**config.mk**
```make
export PLATFORM = sky130hd
export DESIGN_NAME = mmm_window_stream_flat
export DESIGN_NICKNAME = d
export VERILOG_FILES = /design/src/rtl/mmm_window_stream_if.sv /design/src/rtl/mmm_window_stream.sv /design/src/flat_wrapper.sv
export SDC_FILE = /design/constraint.sdc
export NUM_CORES = 1
export LEC_CHECK = 0
export ABC_AREA = 1
export CAP_MARGIN = 30
export CORE_MARGIN = 3
export CORE_UTILIZATION = 50
export CTS_CLUSTER_SIZE = 30
export DETAILED_ROUTE_END_ITERATION = 7
export PLACE_DENSITY = 0.87
export SYNTH_ARGS = -nofsm -noshare
export SYNTH_HDL_FRONTEND = slang
export SYNTH_SLANG_ARGS = --single-unit
```
**constraint.sdc**
```tcl
create_clock -name clk_i -period 4.5 [get_ports clk_i]
set_clock_uncertainty 0.1 [all_clocks]
set_input_delay 0.9 -clock clk_i [delete_from_list [all_inputs] [get_ports clk_i]]
set_output_delay 0.9 -clock clk_i [all_outputs]
set_load 0.01 [all_outputs]
```
**src/rtl/mmm_window_stream_if.sv**
```systemverilog
// Stream bundle for the 3-tap max/mid/min window block.
// Carries the sample stream in (in_valid/in_ready/in_data) and the result stream
// out (out_valid/out_ready/out_max/out_mid/out_min/out_seq).
// slave: the window block's view; master: the producer/consumer side.
interface mmm_window_stream_if #(
  parameter int WIDTH = 8,
  parameter int SEQ_W = 8
);
  logic             in_valid;
  logic             in_ready;
  logic [WIDTH-1:0] in_data;
  logic             out_valid;
  logic             out_ready;
  logic [WIDTH-1:0] out_max;
  logic [WIDTH-1:0] out_mid;
  logic [WIDTH-1:0] out_min;
  logic [SEQ_W-1:0] out_seq;

  modport slave (
    input  in_valid, in_data, out_ready,
    output in_ready, out_valid, out_max, out_mid, out_min, out_seq
  );

  modport master (
    output in_valid, in_data, out_ready,
    input  in_ready, out_valid, out_max, out_mid, out_min, out_seq
  );
endinterface

```
**src/rtl/mmm_window_stream.sv**
```systemverilog
// Purpose: sliding 3-sample window over a sample stream, emitting registered max/mid/min per sample.
// Latency: result visible the cycle after the sample that completes (or keeps) a full window is accepted.
// Backpressure: once the window is full, a held result with out_ready=0 deasserts in_ready.
// Ports: clk_i; rst_i (sync, active-high, clears everything incl. out_seq);
//        flush_i (sync window clear, keeps out_seq and last result values); bus (slave modport).
module mmm_window_stream #(
  parameter int WIDTH = 8,
  parameter int SEQ_W = 8
) (
  input  logic                 clk_i,
  input  logic                 rst_i,
  input  logic                 flush_i,
  mmm_window_stream_if.slave   bus
);

  typedef enum logic {FILL, RUN} state_e;

  state_e           state_q, state_d;
  logic [1:0]       count_q, count_d;
  // Only the two newest samples are stored: the window used for a result is
  // {incoming sample, w0, w1}, so the oldest tap is shifted out on the same edge.
  logic [WIDTH-1:0] w0_q, w0_d;
  logic [WIDTH-1:0] w1_q, w1_d;
  logic             valid_q, valid_d;
  logic [WIDTH-1:0] max_q, max_d;
  logic [WIDTH-1:0] mid_q, mid_d;
  logic [WIDTH-1:0] min_q, min_d;
  logic [SEQ_W-1:0] seq_q, seq_d;

  logic             in_ready;
  logic             accept;
  logic             load;
  logic             consume;

  logic [WIDTH-1:0] s_hi1, s_lo1, s_lo2, s_max, s_mid, s_min;

  // count<2 covers fill samples that cannot produce a result and so never need a free output slot.
  assign in_ready = (count_q < 2'd2) | ~valid_q | bus.out_ready;
  assign accept   = bus.in_valid & in_ready;
  // An accepted sample at count 2 completes the window; at count 3 it keeps it full.
  assign load     = accept & count_q[1];
  assign consume  = valid_q & bus.out_ready;

  // Three-input sort: order (in, w0), then place w1 against the larger, then
  // order the two remaining small values. Ties fall through consistently.
  always_comb begin
    s_hi1 = (bus.in_data > w0_q) ? bus.in_data : w0_q;
    s_lo1 = (bus.in_data > w0_q) ? w0_q : bus.in_data;
    s_max = (s_hi1 > w1_q) ? s_hi1 : w1_q;
    s_lo2 = (s_hi1 > w1_q) ? w1_q : s_hi1;
    s_mid = (s_lo1 > s_lo2) ? s_lo1 : s_lo2;
    s_min = (s_lo1 > s_lo2) ? s_lo2 : s_lo1;
  end

  always_comb begin
    state_d = state_q;
    count_d = count_q;
    w0_d    = w0_q;
    w1_d    = w1_q;
    valid_d = valid_q;
    max_d   = max_q;
    mid_d   = mid_q;
    min_d   = min_q;
    seq_d   = seq_q;

    if (flush_i) begin
      // Flush beats any same-cycle handshake: the sample is dropped and a
      // pending result is discarded without advancing out_seq.
      state_d = FILL;
      count_d = 2'd0;
      w0_d    = '0;
      w1_d    = '0;
      valid_d = 1'b0;
    end else begin
      if (consume) begin
        valid_d = 1'b0;
        seq_d   = seq_q + 1'b1;
      end
      if (accept) begin
        w0_d = bus.in_data;
        w1_d = w0_q;
        if (count_q != 2'd3) begin
          count_d = count_q + 2'd1;
        end
      end
      if (load) begin
        valid_d = 1'b1;
        max_d   = s_max;
        mid_d   = s_mid;
        min_d   = s_min;
      end
      case (state_q)
        FILL:    if (load) state_d = RUN;
        RUN:     state_d = RUN;
        default: state_d = FILL;
      endcase
    end
  end

  always_ff @(posedge clk_i) begin
    if (rst_i) begin
      state_q <= FILL;
      count_q <= 2'd0;
      w0_q    <= '0;
      w1_q    <= '0;
      valid_q <= 1'b0;
      max_q   <= '0;
      mid_q   <= '0;
      min_q   <= '0;
      seq_q   <= '0;
    end else begin
      state_q <= state_d;
      count_q <= count_d;
      w0_q    <= w0_d;
      w1_q    <= w1_d;
      valid_q <= valid_d;
      max_q   <= max_d;
      mid_q   <= mid_d;
      min_q   <= min_d;
      seq_q   <= seq_d;
    end
  end

  assign bus.in_ready  = in_ready;
  assign bus.out_valid = valid_q;
  assign bus.out_max   = max_q;
  assign bus.out_mid   = mid_q;
  assign bus.out_min   = min_q;
  assign bus.out_seq   = seq_q;

endmodule

```
**src/flat_wrapper.sv**
```systemverilog
// flat-port wrapper written by rule: the top's interface ports become plain ports
module mmm_window_stream_flat 
#(
  parameter int WIDTH = 8,
  parameter int SEQ_W = 8
)
  (clk_i, rst_i, flush_i, bus_in_valid, bus_in_data, bus_out_ready, bus_in_ready, bus_out_valid, bus_out_max, bus_out_mid, bus_out_min, bus_out_seq);
  mmm_window_stream_if #(.WIDTH(WIDTH), .SEQ_W(SEQ_W)) bus_i ();
  input  logic clk_i;
  input  logic rst_i;
  input  logic flush_i;
  input wire logic [$bits(bus_i.in_valid)-1:0] bus_in_valid;
  input wire logic [$bits(bus_i.in_data)-1:0] bus_in_data;
  input wire logic [$bits(bus_i.out_ready)-1:0] bus_out_ready;
  output wire logic [$bits(bus_i.in_ready)-1:0] bus_in_ready;
  output wire logic [$bits(bus_i.out_valid)-1:0] bus_out_valid;
  output wire logic [$bits(bus_i.out_max)-1:0] bus_out_max;
  output wire logic [$bits(bus_i.out_mid)-1:0] bus_out_mid;
  output wire logic [$bits(bus_i.out_min)-1:0] bus_out_min;
  output wire logic [$bits(bus_i.out_seq)-1:0] bus_out_seq;
  assign bus_i.in_valid = bus_in_valid;
  assign bus_i.in_data = bus_in_data;
  assign bus_i.out_ready = bus_out_ready;
  assign bus_in_ready = bus_i.in_ready;
  assign bus_out_valid = bus_i.out_valid;
  assign bus_out_max = bus_i.out_max;
  assign bus_out_mid = bus_i.out_mid;
  assign bus_out_min = bus_i.out_min;
  assign bus_out_seq = bus_i.out_seq;
  mmm_window_stream #(.WIDTH(WIDTH), .SEQ_W(SEQ_W)) u_core (.clk_i(clk_i), .rst_i(rst_i), .flush_i(flush_i), .bus(bus_i));
endmodule
```
; ---- Word level (Yosys, flattened, before mapping)
; Index checks and enable logic that the tools add are counted.
[word_totals]
ff_bits = 51
inputBits = 13
output_inout_bits = 34
[classes]
addsub = 2
n_lt_le_gt_ge = 4
n_eq_ne = 1
n_mux = 8
n_bitwise = 7
reduce_logical = 5
[ops]
columns = operator, count
row1 = 2-to-1 mux 8 bit, 6
row2 = greater-than comparator 8 bit, 3
row3 = "adder 8 x 1 -> 8 bit, second input constant", 1
row4 = AND reduction 2 bit, 3
row5 = bitwise AND 1 bit, 3
row6 = "adder 2 x 1 -> 2 bit, second input constant", 1
row7 = "less-than comparator 2 bit, second input constant", 1
row8 = 2-to-1 mux 1 bit, 2
row9 = "!= test 2 bit, second input constant", 1
row10 = NOT 1 bit, 2
row11 = bitwise OR 1 bit, 2
row12 = nonzero test 2 bit, 1
row13 = OR reduction 2 bit, 1

; ---- Longest topological paths before layout
; Gate-level depths: netlist (run 1).
[logic_depth]
word_depth = 6
depth_mapped = 39
depth_no_buf = 36

; ---- Least setup slack after synthesis (run 1)
; OpenSTA, ideal clock, no wires.
[synth_path]
path_type = in2reg
start = input port bus_in_data[7]
end = register u_core.mid_q[5] (netlist: u_core.bus.out_mid[5])
arrival_time_ns = 4.256
t_required_ns = 4.278
setup_slack_ns = 0.022
stages = 29
path_cell_list = ha_1 > a21o_1 > nor2_2 > nand2_4 > nand2_4 > buf_12 > nand2_4 > nand2_2 > ha_1 > a21oi_1 > nor2_1 > nor3_2 > nand2_1 > nand2_4 > inv_2 > buf_6 > nand2_1 > nand2_1 > ha_1 > nand2_1 > nor2_2 > nand3_2 > nor2_1 > a21oi_4 > buf_4 > nand3_1 > nand2_1 > inv_1 > a21oi_2
[synth_between]
elab_chain_len = 6
elab_cells_between_ends = 7
cone_classes = order compare (3) / mux (4)
[synth_lines]
columns = element, line_no
row1 = start: declaration, flat_wrapper.sv:13  ; input wire logic [$bits(bus_i.in_data)-1:0] bus_in_data;
row2 = greater-than comparator 8 bit, "mmm_window_stream.sv:47, mmm_window_stream.sv:48"
row3 = 2-to-1 mux 8 bit, mmm_window_stream.sv:47  ; s_hi1 = (bus.in_data > w0_q) ? bus.in_data : w0_q;
row4 = greater-than comparator 8 bit, mmm_window_stream.sv:50  ; s_lo2 = (s_hi1 > w1_q) ? w1_q : s_hi1;
row5 = 2-to-1 mux 8 bit, mmm_window_stream.sv:50
row6 = greater-than comparator 8 bit, mmm_window_stream.sv:51  ; s_mid = (s_lo1 > s_lo2) ? s_lo1 : s_lo2;
row7 = 2-to-1 mux 8 bit (*), mmm_window_stream.sv:51
row8 = end signal: assignment, mmm_window_stream.sv:118  ; mid_q <= mid_d;
row9 = end: declaration, mmm_window_stream.sv:26  ; logic [WIDTH-1:0] mid_q, mid_d;
; Mark *: on every way between the ends. The rest lies on a longest branch, timed or not.
; A chain may end at the register's enable or synchronous reset.

; ---- Worst setup path after layout (run 1)
[layout_path]
start = register u_core.w0_q[5]
end = register u_core.min_q[6] (netlist: u_core.bus.out_min[6])
[layout_between]
elab_chain_len = 6
elab_cells_between_ends = 7
cone_classes = order compare (3) / mux (4)
[layout_lines]
columns = element, line_no
row1 = start: declaration, mmm_window_stream.sv:22  ; logic [WIDTH-1:0] w0_q, w0_d;
row2 = start signal: assignment, mmm_window_stream.sv:114  ; w0_q <= w0_d;
row3 = greater-than comparator 8 bit, "mmm_window_stream.sv:47, mmm_window_stream.sv:48"
row4 = 2-to-1 mux 8 bit, mmm_window_stream.sv:47
row5 = greater-than comparator 8 bit, mmm_window_stream.sv:50
row6 = 2-to-1 mux 8 bit, mmm_window_stream.sv:50
row7 = greater-than comparator 8 bit, mmm_window_stream.sv:52  ; s_min = (s_lo1 > s_lo2) ? s_lo2 : s_lo1;
row8 = 2-to-1 mux 8 bit (*), mmm_window_stream.sv:52
row9 = end signal: assignment, mmm_window_stream.sv:119  ; min_q <= min_d;
row10 = end: declaration, mmm_window_stream.sv:27  ; logic [WIDTH-1:0] min_q, min_d;
; Marked as above.

==> Implementation_results.wiki, run 1 <==
{| class="wikitable"
! Metric !! Value
|-
| Clk slew on worst S/H paths || 120 ps
|-
| Least-Margin Pin Slew || about 1000 ps
|-
| CP max stage cell || dfxtp_1
|-
| Total setup violations reported at the end of the flow || 17
|-
| Number of H-tree levels || 2
|-
| Std-Cell Core Area || 6570 um^2
|-
| Count of unique library cells instantiated by Yosys || 34
|-
| Placed cell area || around 4500 um^2
|-
| Most used flip-flop cell after synthesis || dfxtp_1
|-
| Top achievable clock speed || between 150 and 200 MHz
|-
| Wire length of the first global-routing pass || around 22,000 um
|-
| Net Count, Synth || roughly 510
|-
| Deepest clock path buffer count || 2
|-
| Area growth from synthesis to final layout || 64.6%
|-
| Min-Delay Startpoint || u_core.count_q[0]$_SDFFE_PP0P_
|-
| Post-synthesis average cell area || around 7.5 um^2
|-
| Min-Delay Path Class || flop to flop
|-
| Count of routing violations after the opening detailed-route iteration || between 900 and 1,000
|-
| Final period utilization || 118%
|-
| Port buffer count || 46
|-
| Total GRT Usage || a little over a third
|-
| Number of placement rows || 29
|-
| Die Span Y || around 90 um
|-
| Worst R2R Start || u_core.w0_q[5]$_SDFFE_PP0P_
|-
| Via count of the first global-routing pass || 4,197
|-
| CTS tree || built
|-
| Met3 usage in global routing || 7.12%
|-
| Met2 Track Usage GR || a little under 60%
|-
| Antenna diodes || 0
|-
| Count of nets left with antenna violations after detail routing || 0
|-
| GRT busiest layer || met2
|-
| Worst slack on hold paths || approximately 400 ps
|-
| Total Power || 2.10 mW
|-
| Pin count of the biggest net entering global routing || 33
|-
| Count of pins over their slew limit || 0
|-
| Met1 Resource Use GR || a little over two fifths
|-
| CP max stage delay || around 480 ps
|-
| Filler Cells Inserted || 237
|-
| Sort of element at the end of the critical path || flop
|-
| Leak pwr || approximately 2.6 nW
|-
| Power density over the cells || approximately 370 nW/um^2
|-
| Overall die area || 8040 um^2
|-
| Setup repair after global routing missed its margin || yes
|-
| Finished Cell Area || just under 6000 um^2
|-
| Gpl congestion || 0.934
|-
| Count of vias placed by the detailed router || between 4,000 and 5,000
|-
| Floorplan die width || 89.7 um
|-
| Violations in the final reports || design-rule violations, negative setup slack
|-
| Tightest slew margin relative to the limit || 30.5%
|-
| Critical path data required time || 4680 ps
|-
| Worst setup path end || u_core.bus.out_min[6]$_SDFFE_PP0P_
|-
| Critical path buffer and inverter count || 9
|-
| Largest driver fanout on the critical path || 6
|-
| Cts bufs inserted || 5
|-
| Initial antenna violation count || 1
|-
| Warning count from the yosys run || 0
|-
| Result of the run || finished, violations left
|-
| Starting Density || about 53%
|-
| Element type at the critical path start || flop
|-
| Router iterations before antenna repair || 8
|-
| IO Pins || 47
|-
| Post-Syn Instances || between 400 and 500
|-
| Cell count along the critical path || 31
|-
| Critical setup path kind || flop to flop
|-
| Routed wire length || 20,400 um
|-
| Later-pin clock latency in the skew report || roughly 350 ps
|-
| Critical path origin || u_core.w0_q[5]$_SDFFE_PP0P_
|-
| Dominant cell type by count on the critical path || nand2_4
|-
| Post-synthesis sequential area ratio || about 29%
|-
| Kind of cell adding the most delay to the critical path || simple AND/OR/NAND/NOR gates
|-
| Sum of negative setup slack || -12,090 ps
|-
| Worst IR Drop VDD || around 0.23 mV
|-
| MaxCap Viol Count || 0
|-
| Worst Slack Setup Final || -793 ps
|-
| Worst Setup Slack post-DPL || -614 ps
|-
| Clk Tree Root Cell || clkbuf_8
|-
| Worst-case reg-to-reg path depth || 31
|-
| Min cycle time layout || between 5000 and 6000 ps
|-
| End of the worst register-to-register path || u_core.bus.out_min[6]$_SDFFE_PP0P_
|-
| Ratio of cells with drive above 1 in the final layout || roughly half
|-
| Arrival time at the worst endpoint || between 5000 and 6000 ps
|-
| Detailed-route wire length per cell || 28.5 um
|-
| Final hold vios || 0
|-
| Number of synthesized flops with an enable pin || 0
|-
| Number of DRC violations after detailed routing || 31
|-
| Mean number of vias per cell || around 6.9
|-
| Detailed-placement wirelength estimate || approximately 7400 um
|-
| Setup slack of the most critical reg-to-reg path || -790 ps
|-
| Number of sinks driven by the clock tree || 51
|-
| Total grt overflow || 0
|-
| Post-synthesis instance area || roughly 3500 um^2
|-
| Final Net Count || between 600 and 700
|-
| Share of synthesized registers carrying an async set or reset || 0%
|-
| Yosys reg bits || 51
|}
-- per-stage QoR --
step                      instances  utilization (%)
after floorplan                 468                -
after global placement          659             68.3
after detailed placement        660             68.4
after CTS                       696             75.7
after global routing            717             87.8
final                           717             87.8
-- metal layers --
| metal | routed length [um] | up-vias |
|---|---|---|
| li1 | - | 1862 |
| met3 | 3400 | 255 |
| met4 | 2440 | 2 |
| met5 | 19 | - |
| met1 | 6490 | 2225 |
| met2 | 8090 | 621 |
-- state kept, by name, indices dropped and copies added, names as in the netlist --
| register | count |
|---|---|
| u_core.bus.out_valid | 1 |
| u_core.count_q | 2 |
| u_core.bus.out_min | 8 |
| u_core.w1_q | 8 |
| u_core.bus.out_mid | 8 |
| u_core.bus.out_seq | 8 |
| u_core.bus.out_max | 8 |
| u_core.w0_q | 8 |
-- how the worst min path moves through the flow --
stage | slack (ps) | cells after the start | end
2_1_floorplan | 330 | 1 | u_core.count_q[0]$_SDFFE_PP0P_
3_5_place_dp | 370 | 1 | u_core.count_q[0]$_SDFFE_PP0P_
6_report | 410 | 1 | u_core.count_q[0]$_SDFFE_PP0P_
3_3_place_gp | 340 | 1 | u_core.count_q[0]$_SDFFE_PP0P_
5_1_grt | 400 | 1 | u_core.count_q[0]$_SDFFE_PP0P_
4_1_cts | 390 | 1 | u_core.count_q[0]$_SDFFE_PP0P_
-- kinds of logic (layout without fill, tap and decap cells) --
kind of cell,after synthesis,after routing,share of synthesized area [%]
AO/OA/AOI/OAI,114,114,19.8
XOR/XNOR,1,1,0.250
adder cells (fa/ha/maj),26,26,9.29
buffers and inverters,82,237,10.3
flip-flops,51,51,29.2
AND/OR/NAND/NOR,194,195,31.2
-- layout make-up --
type / instances / area (um^2) / area share, %
clock inverters: 3 / 25.0 / 0.434
repair inverters: 1 / 8.76 / 0.152
inverters: 64 / 255 / 4.43
clock buffers: 5 / 68.8 / 1.19
flip-flops and latches: 51 / 1020 / 17.7
multi-input cells: 336 / 2820 / 48.9
well taps: 93 / 116 / 2.02
repair buffers: 164 / 1450 / 25.1
-- layout by cell type (no fill, tap or decap), types with 2 or more instances in the layout --
cell type	instances
buf_4	98
dfxtp_1	51
inv_1	48
o21ai_0	47
nand2_1	45
clkdlybuf4s50_1	38
a21oi_1	30
nand2_2	27
a21oi_2	27
nand3_1	26
nand2_4	24
nand3_2	21
ha_4	19
buf_6	18
inv_2	14
nand3_4	12
nor2_1	11
and2_1	7
nand2_8	6
nor2_4	5
ha_1	5
clkbuf_8	5
nor2_2	4
a21oi_4	3
inv_6	3
clkbuf_2	3
buf_8	3
a21o_1	2
nand4_1	2
ha_2	2
buf_12	2
-- power by group --
| group | total (mW) | leakage [nW] | switching, mW | internal [mW] |
|---|---|---|---|---|
| registers | 0.473 | 0.413 | 0.0116 | 0.462 |
| logic | 1.31 | 2.10 | 0.741 | 0.574 |
| clock network | 0.316 | 0.0452 | 0.202 | 0.114 |
-- cells in the mapped netlist, types with 3 or more instances --
library cell,instances,area share [%]
buf_6,3,0.96
nand2_1,76,8.1
a21oi_2,23,5.8
nand3_2,18,5.1
inv_1,58,6.2
o21ai_0,48,6.9
clkbuf_1,5,0.54
ha_1,26,9.3
inv_2,6,0.64
buf_2,5,0.71
nand3_1,41,5.9
a21oi_1,36,5.1
nand2_4,13,4.2
and2_1,8,1.4
nor2_2,4,0.71
nand2_2,12,2.1
dfxtp_1,51,29
nor2_1,15,1.6
-- timing repair --
action                                  CTS  global route
resized for setup                        44           147
hold buffers                              0             0
cloned                                    2             2
setup buffers                            26            19
endpoints found under the setup margin   16            17
pin swaps                                13            67
(Power assumes the default switching activity.)
==> run 2: changes to the inputs <==
--- a/config.mk
+++ b/config.mk
@@ -7,11 +7,12 @@
 export LEC_CHECK = 0
 export ABC_AREA = 1
 export CAP_MARGIN = 30
+export CORE_ASPECT_RATIO = 0.6
 export CORE_MARGIN = 3
-export CORE_UTILIZATION = 50
+export CORE_UTILIZATION = 53
 export CTS_CLUSTER_SIZE = 30
 export DETAILED_ROUTE_END_ITERATION = 7
-export PLACE_DENSITY = 0.87
+export PLACE_DENSITY = 0.76
 export SYNTH_ARGS = -nofsm -noshare
 export SYNTH_HDL_FRONTEND = slang
 export SYNTH_SLANG_ARGS = --single-unit
==> constraint.sdc (replaced) <==
create_clock -name clk_i -period 6.1 [get_ports clk_i]
set_clock_uncertainty 0.1 [all_clocks]
set_input_delay 1.22 -clock clk_i [delete_from_list [all_inputs] [get_ports clk_i]]
set_output_delay 1.22 -clock clk_i [all_outputs]
set_load 0.01 [all_outputs]
==> run 2 against run 1 <==
The run now ends clean. Global-route usage shrank 11 points. Non-clock buffer count shrank 114. Flip-flop and latch count is the same. Largest cell class unchanged. Setup slack gained 1200 ps. Die area shrank 4.9%. Power shrank 56%. Final cell count shrank 18%. Final area shrank 30%. Clock power shrank 38%.
==> Implementation_results.wiki, run 2 (same netlist as run 1, synthesis figures left out) <==
{| class="wikitable"
! Metric !! Value
|-
| Result of the run || finished, final reports clean (was finished, violations left)
|-
| Final core occ || 65.0% (was 87.8%)
|-
| Critical setup path kind || input pin to flop (was flop to flop)
|-
| Dominant cell type by count on the critical path || nand2_1 (was nand2_4)
|-
| Worst-case reg-to-reg path depth || 27 (was 31)
|-
| Count of pins over their slew limit || 0 (unchanged)
|-
| Via count of the first global-routing pass || 3,053 (was 4,197)
|-
| CP max stage cell || clkdlybuf4s50_1 (was dfxtp_1)
|-
| Overall die area || 7650 um^2 (was 8040 um^2)
|-
| Area growth from synthesis to final layout || 15.9% (was 64.6%)
|-
| Gpl congestion || 1.04 (was 0.934)
|-
| Total Power || 0.926 mW (was 2.10 mW)
|-
| Routed wire length || 8840 um (was 20,400 um)
|-
| Tightest slew margin relative to the limit || 34.0% (was 30.5%)
|-
| Pin count of the biggest net entering global routing || 42 (was 33)
|-
| CTS tree || built (unchanged)
|-
| Count of cells along the worst hold path || 1 (unchanged)
|-
| Count of routing violations after the opening detailed-route iteration || 228 (was 973)
|-
| Cts bufs inserted || 5 (unchanged)
|-
| Worst Setup Slack post-DPL || 215 ps (was -614 ps)
|-
| Total setup violations reported at the end of the flow || 0 (was 17)
|-
| Worst IR Drop VDD || 0.137 mV (was 0.230 mV)
|-
| Wire length of the first global-routing pass || 15,100 um (was 21,700 um)
|-
| Filler Cells Inserted || 581 (was 237)
|-
| Most used cells in the layout excluding fill and tap cells || nand2_1, inv_1, dfxtp_1 (was buf_4, dfxtp_1, inv_1)
|-
| Deepest clock path buffer count || 2 (unchanged)
|-
| Later-pin clock latency in the skew report || 310 ps (was 350 ps)
|-
| Largest driver fanout on the critical path || 17 (was 6)
|-
| Min-Delay Startpoint || u_core.count_q[0]$_SDFFE_PP0P_ (unchanged)
|-
| Final period utilization || 92.7%
|-
| Worst Slack Setup Final || 447 ps (was -793 ps)
|-
| Starting Density || 56.0% (was 53.3%)
|-
| Setup repair after global routing missed its margin || no (was yes)
|-
| Number of sinks driven by the clock tree || 51 (unchanged)
|-
| Sum of negative setup slack || 0 ps (was -12,090 ps)
|-
| Count of vias placed by the detailed router || 3,189 (was 4,965)
|-
| Buffers inserted during post-CTS setup optimization || 0 (was 26)
|-
| Total GRT Usage || 24.7% (was 35.4%)
|-
| Final Net Count || 546 (was 662)
|-
| Top achievable clock speed || around 180 MHz
|-
| Router iterations before antenna repair || 5 (was 8)
|-
| Hold_buf cts || 0 (unchanged)
|-
| Count of nets left with antenna violations after detail routing || 0 (unchanged)
|-
| Mean number of vias per cell || 5.40 (was 6.92)
|-
| Initial antenna violation count || 0 (was 1)
|-
| Placed cell count || 584 (was 660)
|-
| Antenna diodes || 0 (unchanged)
|-
| Number of H-tree levels || 2 (unchanged)
|-
| Least-Margin Pin Slew || 988 ps (was 1040 ps)
|-
| Power density over the cells || 228 nW/um^2 (was 365 nW/um^2)
|-
| Port buffer count || 46 (unchanged)
|-
| Detailed-route wire length per cell || 15.0 um (was 28.5 um)
|-
| Number of standard cells in the final layout excluding fillers || 591 (was 717)
|-
| Arrival time at the worst endpoint || 5810 ps (was 5470 ps)
|-
| Most common cell after layout, fill and taps aside || nand2_1 (was buf_4)
|-
| Min cycle time layout || 5650 ps
|-
| IO Pins || 47 (unchanged)
|-
| Post-cts gate resize count || 0 (was 44)
|-
| Worst R2R Start || u_core.w0_q[7]$_SDFFE_PP0P_ (was u_core.w0_q[5]$_SDFFE_PP0P_)
|-
| Setup slack of the most critical reg-to-reg path || 1320 ps (was -790 ps)
|-
| Ratio of cells with drive above 1 in the final layout || 18.3% (was 49.0%)
|-
| Clk slew on worst S/H paths || 100 ps (was 120 ps)
|-
| MaxCap Viol Count || 0 (unchanged)
|-
| Critical path data required time || 6260 ps (was 4680 ps)
|-
| Element type at the critical path start || input pin (was flop)
|-
| Hold EP || u_core.count_q[0]$_SDFFE_PP0P_ (unchanged)
|-
| Floorplan die width || 111 um (was 89.7 um)
|-
| Sort of element at the end of the critical path || flop (unchanged)
|-
| Final hold vios || 0 (unchanged)
|-
| End of the worst register-to-register path || u_core.bus.out_min[0]$_SDFFE_PP0P_ (was u_core.bus.out_min[6]$_SDFFE_PP0P_)
|-
| Detailed-placement wirelength estimate || 7000 um (was 7380 um)
|-
| Std-Cell Core Area || 6250 um^2 (was 6570 um^2)
|-
| Number of DRC violations after detailed routing || 0 (was 31)
|-
| Leak pwr || 1.86 nW (was 2.56 nW)
|-
| Number of placement rows || 22 (was 29)
|-
| Die Span Y || 69.0 um (was 89.7 um)
|-
| CP max stage delay || 500 ps (was 480 ps)
|-
| Clk Tree Root Cell || clkbuf_8 (unchanged)
|-
| Min-Delay Path Class || flop to flop (unchanged)
|-
| Total grt overflow || 0 (unchanged)
|}
run 2: cell types whose count changed in the layout (fill, tap and decap cells not counted), sizes merged, moves of 2 or more:
| cell | before | now |
|---|---|---|
| clkbuf | 9 | 5 |
| buf | 122 | 4 |
| inv | 66 | 64 |
| clkdlybuf4s50 | 38 | 46 |
run 2: cell type report:
class                      instances  area [um^2]  area share, %
multi-input combinational        335         2120           52.2
sequential                        51         1020           25.2
timing repair buffer              50          490           12.1
inverter                          64          240           5.92
tap                               84          105           2.59
clock buffer                       5         68.8           1.70
clock inverter                     2         13.8          0.339
run 2: layer usage:
metal  vias to the layer above  global-route usage (%)  routed length (um)
li1                       1622                       -                   -
met1                      1458                    32.8                4210
met2                       102                    42.1                3930
met3                         7                    5.32                 635
met4                         0                    5.84                  63
met5                         -                       0                   0
run 2: through the flow:
step,instance area [um^2],hold slack [ps]
5_1_grt,4060,416
4_1_cts,4060,375
6_report,4060,375
2_1_floorplan,3500,329
3_3_place_gp,3980,342
3_5_place_dp,3980,361
run 2: how the worst max path moves through the flow:
| stage | from | to | slack, ps | cells past startpoint |
|---|---|---|---|---|
| final | bus_in_data[1] | u_core.bus.out_min[0]$_SDFFE_PP0P_ | 450 | 29 |
| after global routing | bus_in_data[1] | u_core.bus.out_min[5]$_SDFFE_PP0P_ | 80 | 29 |
| after CTS | bus_in_data[1] | u_core.bus.out_min[0]$_SDFFE_PP0P_ | 520 | 29 |
| after detailed placement | bus_in_data[1] | u_core.bus.out_min[0]$_SDFFE_PP0P_ | 210 | 29 |
| after global placement | bus_in_data[1] | u_core.bus.out_min[2]$_SDFFE_PP0P_ | 390 | 29 |
| after floorplan | bus_in_data[7] | u_core.bus.out_mid[5]$_SDFFE_PP0P_ | 1300 | 29 |
run 2: worst max-delay path: cells and delay by family:
kind / cells / cell delay [ps]
AND/OR/NAND/NOR: 20 / 2260
adder cells (fa/ha/maj): 3 / 970
buffers and inverters: 3 / 680
AO/OA/AOI/OAI: 3 / 660
run 2: power by group:
part / total [mW] / leakage (nW) / internal, mW / switching [mW]
Sequential: 0.347 / 0.413 / 0.340 / 0.00678
Combinational: 0.383 / 1.40 / 0.127 / 0.255
Clock: 0.196 / 0.0440 / 0.0788 / 0.117
Total: 0.926 / 1.86 / 0.546 / 0.379
